[src/rtl/mcdf_fifo_defs.sv]
// Shared constants for the multi-channel data formatter FIFOs: default
// geometry and the read-mode encodings.
package mcdf_fifo_defs;

  localparam int FIFO_DEPTH_DEF    = 8;
  localparam int FIFO_WIDE_DEF     = 32;
  localparam int FIFO_PTR_WIDE_DEF = 3;

  typedef enum logic {
    FIFO_MODE_REG  = 1'b0,
    FIFO_MODE_FWFT = 1'b1
  } fifo_mode_e;

endpackage

[src/rtl/fifo_wm_mem.sv]
// FIFO storage array: one synchronous write port, one asynchronous read port.
// Contents are deliberately not reset.
module fifo_wm_mem
  import mcdf_fifo_defs::*;
#(
  parameter int WIDE     = FIFO_WIDE_DEF,
  parameter int PTR_WIDE = FIFO_PTR_WIDE_DEF
) (
  input  logic                clk,
  input  logic                wr_en,
  input  logic [PTR_WIDE-1:0] wr_addr,
  input  logic [WIDE-1:0]     wr_data,
  input  logic [PTR_WIDE-1:0] rd_addr,
  output logic [WIDE-1:0]     rd_data
);

  logic [WIDE-1:0] mem_q [2**PTR_WIDE];

  always_ff @(posedge clk) begin
    if (wr_en) begin
      mem_q[wr_addr] <= wr_data;
    end
  end

  assign rd_data = mem_q[rd_addr];

endmodule

[src/rtl/fifo_wm.sv]
// Channel FIFO with watermark flags, occupancy count, sticky overflow/underflow
// flags and selectable registered or first-word-fall-through read mode.
module fifo_wm
  import mcdf_fifo_defs::*;
#(
  parameter int FIFO_DEPTH    = FIFO_DEPTH_DEF,
  parameter int FIFO_WIDE     = FIFO_WIDE_DEF,
  parameter int FIFO_PTR_WIDE = FIFO_PTR_WIDE_DEF,
  parameter bit FWFT          = FIFO_MODE_REG
) (
  input  logic                     clk,
  input  logic                     rst_n,
  input  logic                     fifo_en,
  input  logic                     fifo_wr_en,
  input  logic                     fifo_rd_en,
  input  logic [FIFO_WIDE-1:0]     fifo_data_in,
  input  logic [FIFO_PTR_WIDE:0]   afull_thr,
  input  logic [FIFO_PTR_WIDE:0]   aempty_thr,
  input  logic                     err_clr,
  output logic [FIFO_WIDE-1:0]     fifo_data_out,
  output logic                     fifo_full,
  output logic                     fifo_empty,
  output logic [FIFO_PTR_WIDE:0]   fifo_level,
  output logic [FIFO_PTR_WIDE:0]   fifo_slack,
  output logic                     fifo_afull,
  output logic                     fifo_aempty,
  output logic                     fifo_uplink_ready,
  output logic                     fifo_downlink_ready,
  output logic                     fifo_ovf,
  output logic                     fifo_udf
);

  localparam int LVL_W = FIFO_PTR_WIDE + 1;
  localparam logic [LVL_W-1:0]         DEPTH_LVL = LVL_W'(FIFO_DEPTH);
  localparam logic [LVL_W-1:0]         LVL_ONE   = LVL_W'(1);
  localparam logic [FIFO_PTR_WIDE-1:0] PTR_ONE   = FIFO_PTR_WIDE'(1);

  if (FIFO_DEPTH != (1 << FIFO_PTR_WIDE)) begin : g_depth_check
    $error("fifo_wm: FIFO_DEPTH must equal 2**FIFO_PTR_WIDE");
  end

  logic [FIFO_PTR_WIDE-1:0] wr_ptr_q, wr_ptr_d;
  logic [FIFO_PTR_WIDE-1:0] rd_ptr_q, rd_ptr_d;
  logic [LVL_W-1:0]         level_q, level_d;
  logic                     ovf_q, ovf_d;
  logic                     udf_q, udf_d;
  logic                     wr_accept, rd_accept;
  logic [FIFO_WIDE-1:0]     mem_rd_data;

  // Flags decode from the level register only, so requests never reach them.
  assign fifo_full           = (level_q == DEPTH_LVL);
  assign fifo_empty          = (level_q == '0);
  assign fifo_level          = level_q;
  assign fifo_slack          = DEPTH_LVL - level_q;
  assign fifo_afull          = (level_q >= afull_thr);
  assign fifo_aempty         = (level_q <= aempty_thr);
  assign fifo_uplink_ready   = fifo_en && !fifo_full;
  assign fifo_downlink_ready = fifo_en && !fifo_empty;
  assign fifo_ovf            = ovf_q;
  assign fifo_udf            = udf_q;

  assign wr_accept = fifo_en && fifo_wr_en && !fifo_full;
  assign rd_accept = fifo_en && fifo_rd_en && !fifo_empty;

  always_comb begin
    wr_ptr_d = wr_ptr_q;
    rd_ptr_d = rd_ptr_q;
    level_d  = level_q;
    ovf_d    = ovf_q;
    udf_d    = udf_q;

    if (wr_accept) begin
      wr_ptr_d = wr_ptr_q + PTR_ONE;
    end
    if (rd_accept) begin
      rd_ptr_d = rd_ptr_q + PTR_ONE;
    end
    if (wr_accept && !rd_accept) begin
      level_d = level_q + LVL_ONE;
    end else if (rd_accept && !wr_accept) begin
      level_d = level_q - LVL_ONE;
    end

    // A disabled block freezes everything, the error flags included; a new
    // error in the same cycle as err_clr must survive the clear.
    if (fifo_en) begin
      if (err_clr) begin
        ovf_d = 1'b0;
        udf_d = 1'b0;
      end
      if (fifo_wr_en && fifo_full) begin
        ovf_d = 1'b1;
      end
      if (fifo_rd_en && fifo_empty) begin
        udf_d = 1'b1;
      end
    end
  end

  always_ff @(posedge clk or negedge rst_n) begin
    if (!rst_n) begin
      wr_ptr_q <= '0;
      rd_ptr_q <= '0;
      level_q  <= '0;
      ovf_q    <= 1'b0;
      udf_q    <= 1'b0;
    end else begin
      wr_ptr_q <= wr_ptr_d;
      rd_ptr_q <= rd_ptr_d;
      level_q  <= level_d;
      ovf_q    <= ovf_d;
      udf_q    <= udf_d;
    end
  end

  fifo_wm_mem #(
    .WIDE     (FIFO_WIDE),
    .PTR_WIDE (FIFO_PTR_WIDE)
  ) u_mem (
    .clk     (clk),
    .wr_en   (wr_accept),
    .wr_addr (wr_ptr_q),
    .wr_data (fifo_data_in),
    .rd_addr (rd_ptr_q),
    .rd_data (mem_rd_data)
  );

  if (FWFT == FIFO_MODE_FWFT) begin : g_fwft
    // Head entry is shown directly; zero when nothing valid is stored.
    assign fifo_data_out = fifo_empty ? '0 : mem_rd_data;
  end else begin : g_reg
    logic [FIFO_WIDE-1:0] dout_q, dout_d;

    always_comb begin
      dout_d = dout_q;
      if (rd_accept) begin
        dout_d = mem_rd_data;
      end
    end

    always_ff @(posedge clk or negedge rst_n) begin
      if (!rst_n) begin
        dout_q <= '0;
      end else begin
        dout_q <= dout_d;
      end
    end

    assign fifo_data_out = dout_q;
  end

endmodule

[config.mk]
export PLATFORM = sky130hd
export DESIGN_NAME = fifo_wm
export DESIGN_NICKNAME = d
export VERILOG_FILES = /design/src/rtl/mcdf_fifo_defs.sv /design/src/rtl/fifo_wm_mem.sv /design/src/rtl/fifo_wm.sv
export SDC_FILE = /design/constraint.sdc
export NUM_CORES = 1
export LEC_CHECK = 0
export ABC_AREA = 1
export CAP_MARGIN = 20
export CORE_ASPECT_RATIO = 1.5
export CORE_MARGIN = 2
export CORE_UTILIZATION = 40
export CTS_CLUSTER_SIZE = 8
export DETAILED_ROUTE_END_ITERATION = 8
export DONT_BUFFER_PORTS = 1
export HOLD_SLACK_MARGIN = 0.06
export PLACE_DENSITY = 0.61
export SLEW_MARGIN = 0
export SYNTH_ARGS = -nofsm -noshare
export SYNTH_HDL_FRONTEND = slang
export SYNTH_HIERARCHICAL = 1
export SYNTH_SLANG_ARGS = --single-unit
[constraint.sdc]
create_clock -name clk -period 3.65 [get_ports clk]
set_input_delay 0.5475 -clock clk [delete_from_list [all_inputs] [get_ports clk]]
set_output_delay 0.5475 -clock clk [all_outputs]
set_load 0.05 [all_outputs]
== Yosys cells after proc, flatten, opt, wreduce, memory -nomap -nowiden ==
Memories as Yosys holds them, arrays and structs flattened. A register that Yosys moved wholly into a read port is not among the register bits.
Index checks and enable logic that the tools add are counted.
W data, S select, Z words.
Word-level totals
  register bits after elaboration: 12
  latch bits: 0
  bits in writable memories: 256
  memory bits (read-only): 0
  bits of input ports: 46
  output and inout bits: 48
  word-level logic and storage cells: 42
  memories: 1
Memories
  u_mem.mem_q: words 8, width 32, rd ports 1, clocked after Yosys merged registers in 1, wr ports 1, RTL line fifo_wm_mem.sv:17  | logic [WIDE-1:0] mem_q [2**PTR_WIDE];
Operators by class
  add/subtract/negate cells: 5
  multipliers: 0
  divide/modulo/power cells: 0
  order comparisons: 2
  equality and inequality tests: 1
  shifts and indexed selects: 0
  multiplexer cells: 7
  bitwise logic cells: 0
  reduce and logical (&&, ||, !) cells: 21
Operators by type and width (number)
  $logic_and A1 B1 Y1: 10
  $mux W4: 2
  $add A3 B1 Y3 const B: 2
  $reduce_bool A2 Y1: 3
  $logic_not A1 Y1: 5
  $mux W1: 5
  $add A4 B1 Y4 const B: 1
  $eq A4 B4 Y1 const B: 1
  $ge A4 B4 Y1: 1
  $le A4 B4 Y1: 1
  $logic_not A4 Y1: 1
  $reduce_and A2 Y1: 2
  $sub A4 B1 Y4 const B: 1
  $sub A4 B4 Y4 const A: 1

== Depth between registers and ports, before layout ==
  depth after elaboration: 7
  depth in mapped cells: 15
  mapped depth without buffers: 14

== By module ==
The synthesis kept the hierarchy.
By module, submodules not included
  fifo_wm_mem: times used 1, cells each 1124, area each 11232.0 um2, seq. area each 7687.4 um2
  fifo_wm: times used 1, cells each 246, area each 2180.8 um2, seq. area each 1101.1 um2

== Worst setup path after synthesis ==
OpenSTA, ideal clock, no wires.
  kind: reg-to-reg
  from: reg level_q[0] (netlist: fifo_level[0])
  to: mem u_mem/mem_q[1][0] (netlist bit) (enable)
  library setup time: 0.421 ns
  data arrival time: 2.985 ns
  data required time: 3.229 ns
  setup slack: 0.244 ns
  cell stages (with the launch flop): 8
  path buffers: 0
  period minus slack after synthesis: 3.406 ns
  cell sequence: dfrtp_1 > inv_1 > ha_1 > nand2_1 > o21ai_2 > inv_1 > nand2_1 > nor2_1
Between the ends
  longest elaborated chain between the ends: 5
Ends and longest elaborated chain
  start, declared: RTL line fifo_wm.sv:44  | logic [LVL_W-1:0] level_q, level_d;
  start signal, assigned: RTL line fifo_wm.sv:110  | level_q <= level_d;
  $eq A4 B4 Y1: RTL line fifo_wm.sv:51  | assign fifo_full = (level_q == DEPTH_LVL);
  $logic_not A1 Y1: RTL line fifo_wm.sv:62  | assign wr_accept = fifo_en && fifo_wr_en && !fifo_full;
  $logic_and A1 B1 Y1: RTL line fifo_wm.sv:62
  via wr_accept: RTL line fifo_wm.sv:47  | logic wr_accept, rd_accept;
  $mux W1: RTL line fifo_wm_mem.sv:20  | if (wr_en) begin
  $mux W1 (not written as such): RTL line fifo_wm_mem.sv:21  | mem_q[wr_addr] <= wr_data;
  end, declared: RTL line fifo_wm_mem.sv:17
The timed path passes the listed nets, and every way through them passes these cells.

== Worst setup path after layout ==
  from: reg level_q[3] (netlist: fifo_level[3])
  to: out fifo_afull
Between the ends
  longest elaborated chain between the ends: 1
Ends and longest elaborated chain
  $ge A4 B4 Y1: RTL line fifo_wm.sv:55  | assign fifo_afull = (level_q >= afull_thr);
  end, declared: RTL line fifo_wm.sv:25  | output logic fifo_afull,
Every way passes these cells.

==> results.ini <==
[synthesis]
yosysSeqAreaShare_pct = 65.5
synthArstFlopShare_pct = 14.7
ys_types = 26
ys.flop_type = edfxtp_1
yosys-mux-area-fraction_pct = 0
ys_ff_latch = 300
netlist.area_leader.share_pct = 57.3
syn_avg_cell_area_um2 = 9.79
synth_largest_area_cell = edfxtp_1
synth_enable_flop_cells = 256
synthAdderAreaFrac_pct = 1.46
syn_area_um2 = 13400
syn_nets = 1431
syn_inst = 1370
ys_warn_count = 6
yosysMostFrequentCell = nand2_1
synth-compound-area-share_pct = 0.597
synthXorXnorAreaFrac_pct = 0.522
synth_top_family_by_area = simple AND/OR/NAND/NOR gates
synth.area.top_cells = edfxtp_1 57%, nand2_1 15%, dfrtp_1 8.2%, inv_1 7.8%, nand3_1 5.0%
synthSimpleGateAreaFrac_pct = 21.1
synth_common_cells = 537 x nand2_1, 277 x inv_1, 256 x edfxtp_1

[cells_and_area]
drive_above_1_share_pct = 7.51
finalNetCount = 1452
n_antenna_cell = 0
area_growth_pct = 12.9
n_fill_cell = 3082
finalNonFillerCells = 1844

[route]
drt_pass1_iterations = 5
drtIter0Drc = 538
drtAntennaViolNets = 0
num_vias = 8605
vias_per_cell = 4.67
wirelength_um = 29100
drc = 0
routedWlPerCell_um = 15.8

[clock_tree]
clk_latency_ps = 540
cts_sinks = 300
cts_buffers = 43
cts_max_level = 2
postCtsSetupRepairBufs = 0
cts-root-buf = clkbuf_16
cts_tree = yes
cts_buffer_depth = 3
clkTransAtPathRegs_ps = 50

[timing]
rsz0062_at_grt = no
final_max_slew_viol_count = 0
hold_viol = 0
final.period_utilization_pct = 71.7
whs_ps = 97.9
setup_ws_ps = 1030
tightest_slew_ps = 882
fin_tns_setup_ps = 0
setup_violations = 0
clock_skew_ps = 20.1
period_minus_slack_ps = 2620
fmax_mhz = 382
max_slew_margin_pct = 41.2

[worst_setup_path]
worstPathMaxFanout = 5
worst_setup_path_start_kind = flip-flop
worst-path-buf-inv = 1
crit_path_end_kind = primary output
cp-startpoint = fifo_level[3]
path_class = flip-flop to primary output
worstPathCellList = buf_4 > ha_1 > a21oi_1 > nand3_1
critPathSlowestCell = nand3_1
critical-path-top-delay-family = simple AND/OR/NAND/NOR gates
crit_required_ps = 3100
arrival_ps = 2070
r2r-start = fifo_level[0]
slowest_delay_ps = 430

[power_and_ir_drop]
p_leak_uw = 0.00702
power_density_nw_per_um2 = 811
p_total_uw = 12300
ir_drop_v = 0.000387

[global_routing]
antenna_found_initial = 0
grt_pass1_wl_um = 46500
grt_pass1_vias = 8720
grt-ovfl-total = 0
grt_max_degree = 72
track_usage_pct = 16.9

[floorplan]
die_x_um = 154
coreArea_um2 = 33200
die_area_um2 = 35000
die_h_um = 228
pin_count = 94
initial_utilization_pct = 40.3
rows = 82

[placement]
portBuffers = 0
routabilityCongestion = 0.734
dpl.hpwl_um = 16700
place_ws_ps = 1110
place_inst = 1764

[worst_hold_path]
hp-class = input pin to flip-flop
worstHoldStart = fifo_data_in[26]

[status]
status = finished, final reports clean

[job]
drv_cap = 0

-- worst register-to-register path, cell delays in order (launching register included) --
cell	delay, ps
dfrtp_1	370
inv_1	120
ha_1	260
nand2_1	110
o21ai_2	210
inv_1	160
ha_1	250
inv_1	140
ha_1	290
or2_2	290
nand2_1	70
nand2_1	50
nand3_1	70
nand2_1	50
-- through the flow --
stage | utilization (%) | cell area (um^2)
final | 45.5 | 15100
after floorplan | - | 13400
after CTS | 45.5 | 15100
after global routing | 45.5 | 15100
after detailed placement | 41.8 | 13900
after global placement | 41.8 | 13900
-- cell usage in the layout, fill, tap and decap left out --
| cell type | Yosys | final |
|---|---|---|
| nand2_1 | 537 | 537 |
| inv_1 | 277 | 277 |
| edfxtp_1 | 256 | 256 |
| nand3_1 | 133 | 133 |
| clkbuf_16 | 0 | 43 |
| dfrtp_1 | 44 | 41 |
| clkbuf_1 | 7 | 31 |
| buf_4 | 9 | 27 |
| ha_1 | 14 | 14 |
| nand2_2 | 9 | 9 |
| nor2_4 | 0 | 8 |
| xnor2_1 | 7 | 7 |
| o21ai_0 | 7 | 7 |
| inv_2 | 5 | 4 |
| nor2_1 | 12 | 4 |
| a21oi_1 | 4 | 4 |
| inv_6 | 0 | 3 |
| buf_12 | 1 | 3 |
| nand3_4 | 2 | 2 |
| dfrtp_2 | 0 | 2 |
| xor2_1 | 1 | 1 |
| o21ai_2 | 1 | 1 |
| o21bai_1 | 1 | 1 |
| nand4_1 | 1 | 1 |
| or2_2 | 1 | 1 |
| a22o_1 | 1 | 1 |
| fa_1 | 1 | 1 |
| clkinv_2 | 0 | 1 |
| buf_16 | 0 | 1 |
| dlygate4sd3_1 | 0 | 1 |
| dfrtp_4 | 0 | 1 |
| inv_4 | 0 | 1 |
-- path summary, 6_finish.rpt --
| path | endpoint | slack, ps | cells past startpoint |
|---|---|---|---|
| max in group asynchronous | rd_ptr_q[0] | 2800 | 2 |
| min in group asynchronous | fifo_data_out[26] | 590 | 2 |
| hold / removal | u_mem/mem_q[5][26] | 100 | 0 |
| setup / recovery | fifo_afull | 1030 | 4 |
| setup reg to reg | fifo_level[3] | 1120 | 13 |
| hold reg to reg | rd_ptr_q[0] | 560 | 1 |
-- layout make-up --
type / count / area, um^2 / share of cell area, %
Sequential cell: 300 / 8790 / 58.1
Tap cell: 420 / 526 / 3.47
Inverter: 282 / 1060 / 7.01
Clock inverter: 4 / 31.3 / 0.207
Timing Repair Buffer: 32 / 300 / 1.98
Multi-Input combinational cell: 732 / 3240 / 21.4
Clock buffer: 74 / 1190 / 7.88
-- flip-flops by register name (all words and copies together) (netlist names) --
signal         flops
fifo_data_out     32
fifo_udf           1
wr_ptr_q           3
u_mem/mem_q      256
fifo_level         4
fifo_ovf           1
rd_ptr_q           3
-- cell families after synthesis --
kind of cell               count (synthesis)
AOI/OAI and AO/OA                         14
xor gates and xnor gates                   8
adders and majority gates                 15
buffers and inverters                    338
DFF                                      300
and+or+nand+nor                          695
-- routing by layer --
layer	part of all wire (%)	up-vias	track usage, %	wire length [um]
met1	39	4048	18.9	11400
met5	0	-	0	0
met4	2.4	0	5.76	704
li1	-	4292	-	-
met3	5.9	45	3.82	1730
met2	53	220	31.2	15300
-- where the power goes --
| group | internal [uW] | switching (uW) |
|---|---|---|
| Combinational | 1080 | 2600 |
| Clock | 2200 | 1380 |
| Sequential | 4170 | 848 |
| Total | 7450 | 4820 |
-- what timing repair did --
action,in CTS,in global routing
endpoints found under the hold margin,44,0
resized for setup,0,0
hold buffers,2,0
Power figures use the tool's default switching activity.
==> RTL change (config.mk and constraints unchanged) <==
Set the package constant `FIFO_WIDE_DEF` to 64 (it was 32).
--- a/src/rtl/mcdf_fifo_defs.sv
+++ b/src/rtl/mcdf_fifo_defs.sv
@@ -5,3 +5,3 @@
   localparam int FIFO_DEPTH_DEF    = 8;
-  localparam int FIFO_WIDE_DEF     = 32;
+  localparam int FIFO_WIDE_DEF     = 64;
   localparam int FIFO_PTR_WIDE_DEF = 3;
Ports: changed (resized fifo_data_in and fifo_data_out); port bits go from 94 to 158. No check against the original RTL was run, so the function may have changed too.
==> RTL change against the original RTL <==
Cell area grew 96%; synthesized area rose by 92%; count of clock-buffer cells in the layout increased by 76; clock power is 100% higher; final cell count grew 93%; power up 92%; synthesized cell count is 91% higher; combinational power grew 82%; first-iteration DRC count rose by 130%; setup slack worse by 530 ps; routed wire length is 110% higher; sequential cell count is 288 higher; via count increased by 96%.
==> RTL change: results (changes against the original RTL) <==
Slowest CP cell = nor2_1 (was nand3_1)
Largest net degree at the start of global routing = 259 (was 72)
Leak = 13.6 nW (was 7.02 nW)
Multi-input logic portion of the cell area = 0.194 (was 0.214)
P per Cell Area = 796 nW/um^2 (was 811 nW/um^2)
Post-synthesis cell type count = 24 (was 26)
CTS buffer count = 83 (was 43)
Synth top area cells = edfxtp_1 (60%), nand2_1 (15%), inv_1 (7.8%), dfrtp_1 (7.4%), nand3_1 (5.1%) (was edfxtp_1 (57%), nand2_1 (15%), dfrtp_1 (8.2%), inv_1 (7.8%), nand3_1 (5.0%))
DRT iter0 DRCs = 1239 (was 538)
Share of layout cells above drive strength 1 = 0.0537 (was 0.0751)
Max reg flops = 512 (was 256)
First-pass GRT wire length = 95500 um (was 46500 um)
Worst Path Arrival = 2600 ps (was 2070 ps)
Status = complete, no violations (unchanged)
Placer Congestion = 0.788 (was 0.734)
Metal2 WL = 32300 um (was 15300 um)
Syn_nets = 2704 (was 1431)
DR top layer = met5 (was met4)
Routing usage on met3 = 0.0299 (was 0.0382)
Fill cell count = 5711 (was 3082)
CTS Buffer Depth = 3 (unchanged)
Total track usage = 0.187 (was 0.169)
Seq. pwr = 9.75 mW (was 5.02 mW)
Dpl ws = 905 ps (was 1110 ps)
Comb_multi_in = 1372 (was 732)
Hold buffer count at cts = 66 (was 2)
# diodes = 3 (was 0)
Asr flop ratio synth = 0.129 (was 0.147)
Clk tree area frac = 0.0829 (was 0.0808)
Invs w/o clock = 538 (was 282)
Clock Sinks = 588 (was 300)
Sequential cell area = 17300 sq um (was 8790 sq um)
Sequential area share after synthesis = 0.672 (was 0.655)
Signal buffers = 102 (was 32)
Vias per cell = 4.72 (was 4.67)
Post-DP HPWL = 34900 um (was 16700 um)
Placed standard-cell area = 26500 sq um (was 13900 sq um)
Signal buf overhead = 0.0377 (was 0.0198)
EDFF count, synth = 512 (was 256)
Wire length on met3 = 2830 um (was 1730 um)
Clock skew = 22.9 ps (was 20.1 ps)
Clk_lat worst skew = 620 ps (was 540 ps)
Placed instance count = 3339 (was 1764)
Worst IR Drop VDD = 0.000807 V (was 0.000387 V)
H-tree levels = 3 (was 2)
Mean area per synthesized cell = 9.85 sq um (was 9.79 sq um)
Critical Path Fanout Max = 4 (was 5)
Rel. slew slack = 0.123 (was 0.412)
Clkbuf count = 150 (was 74)
CP max stage delay = 780 ps (was 430 ps)
[RTL change: cell count changes after synthesis, sizes merged]
cell and delta:
nand3 +128, inv +256, dfrtp +32, buf +51, edfxtp +256, nand2 +512, clkbuf +6
[RTL change: worst paths after layout]
kind                               startpoint                 to  slack [ps]  cells past startpoint
min in group asynchronous               rst_n      fifo_level[2]         500                      2
worst min-delay path                  fifo_en           fifo_udf         100                      2
max in group asynchronous               rst_n        rd_ptr_q[2]        2690                      2
worst max register to register  fifo_level[0]      fifo_level[3]         870                     13
worst max-delay path            fifo_level[0]  fifo_uplink_ready         500                      6
worst min register to register    wr_ptr_q[0]        wr_ptr_q[0]         590                      1
[RTL change: cells by family after synthesis]
group	share of synthesized area
and+or+nand+nor	0.208
buffers and inverters	0.106
DFF	0.672
adders and majority gates	0.00759
AOI/OAI and AO/OA	0.00297
xor gates and xnor gates	0.00273
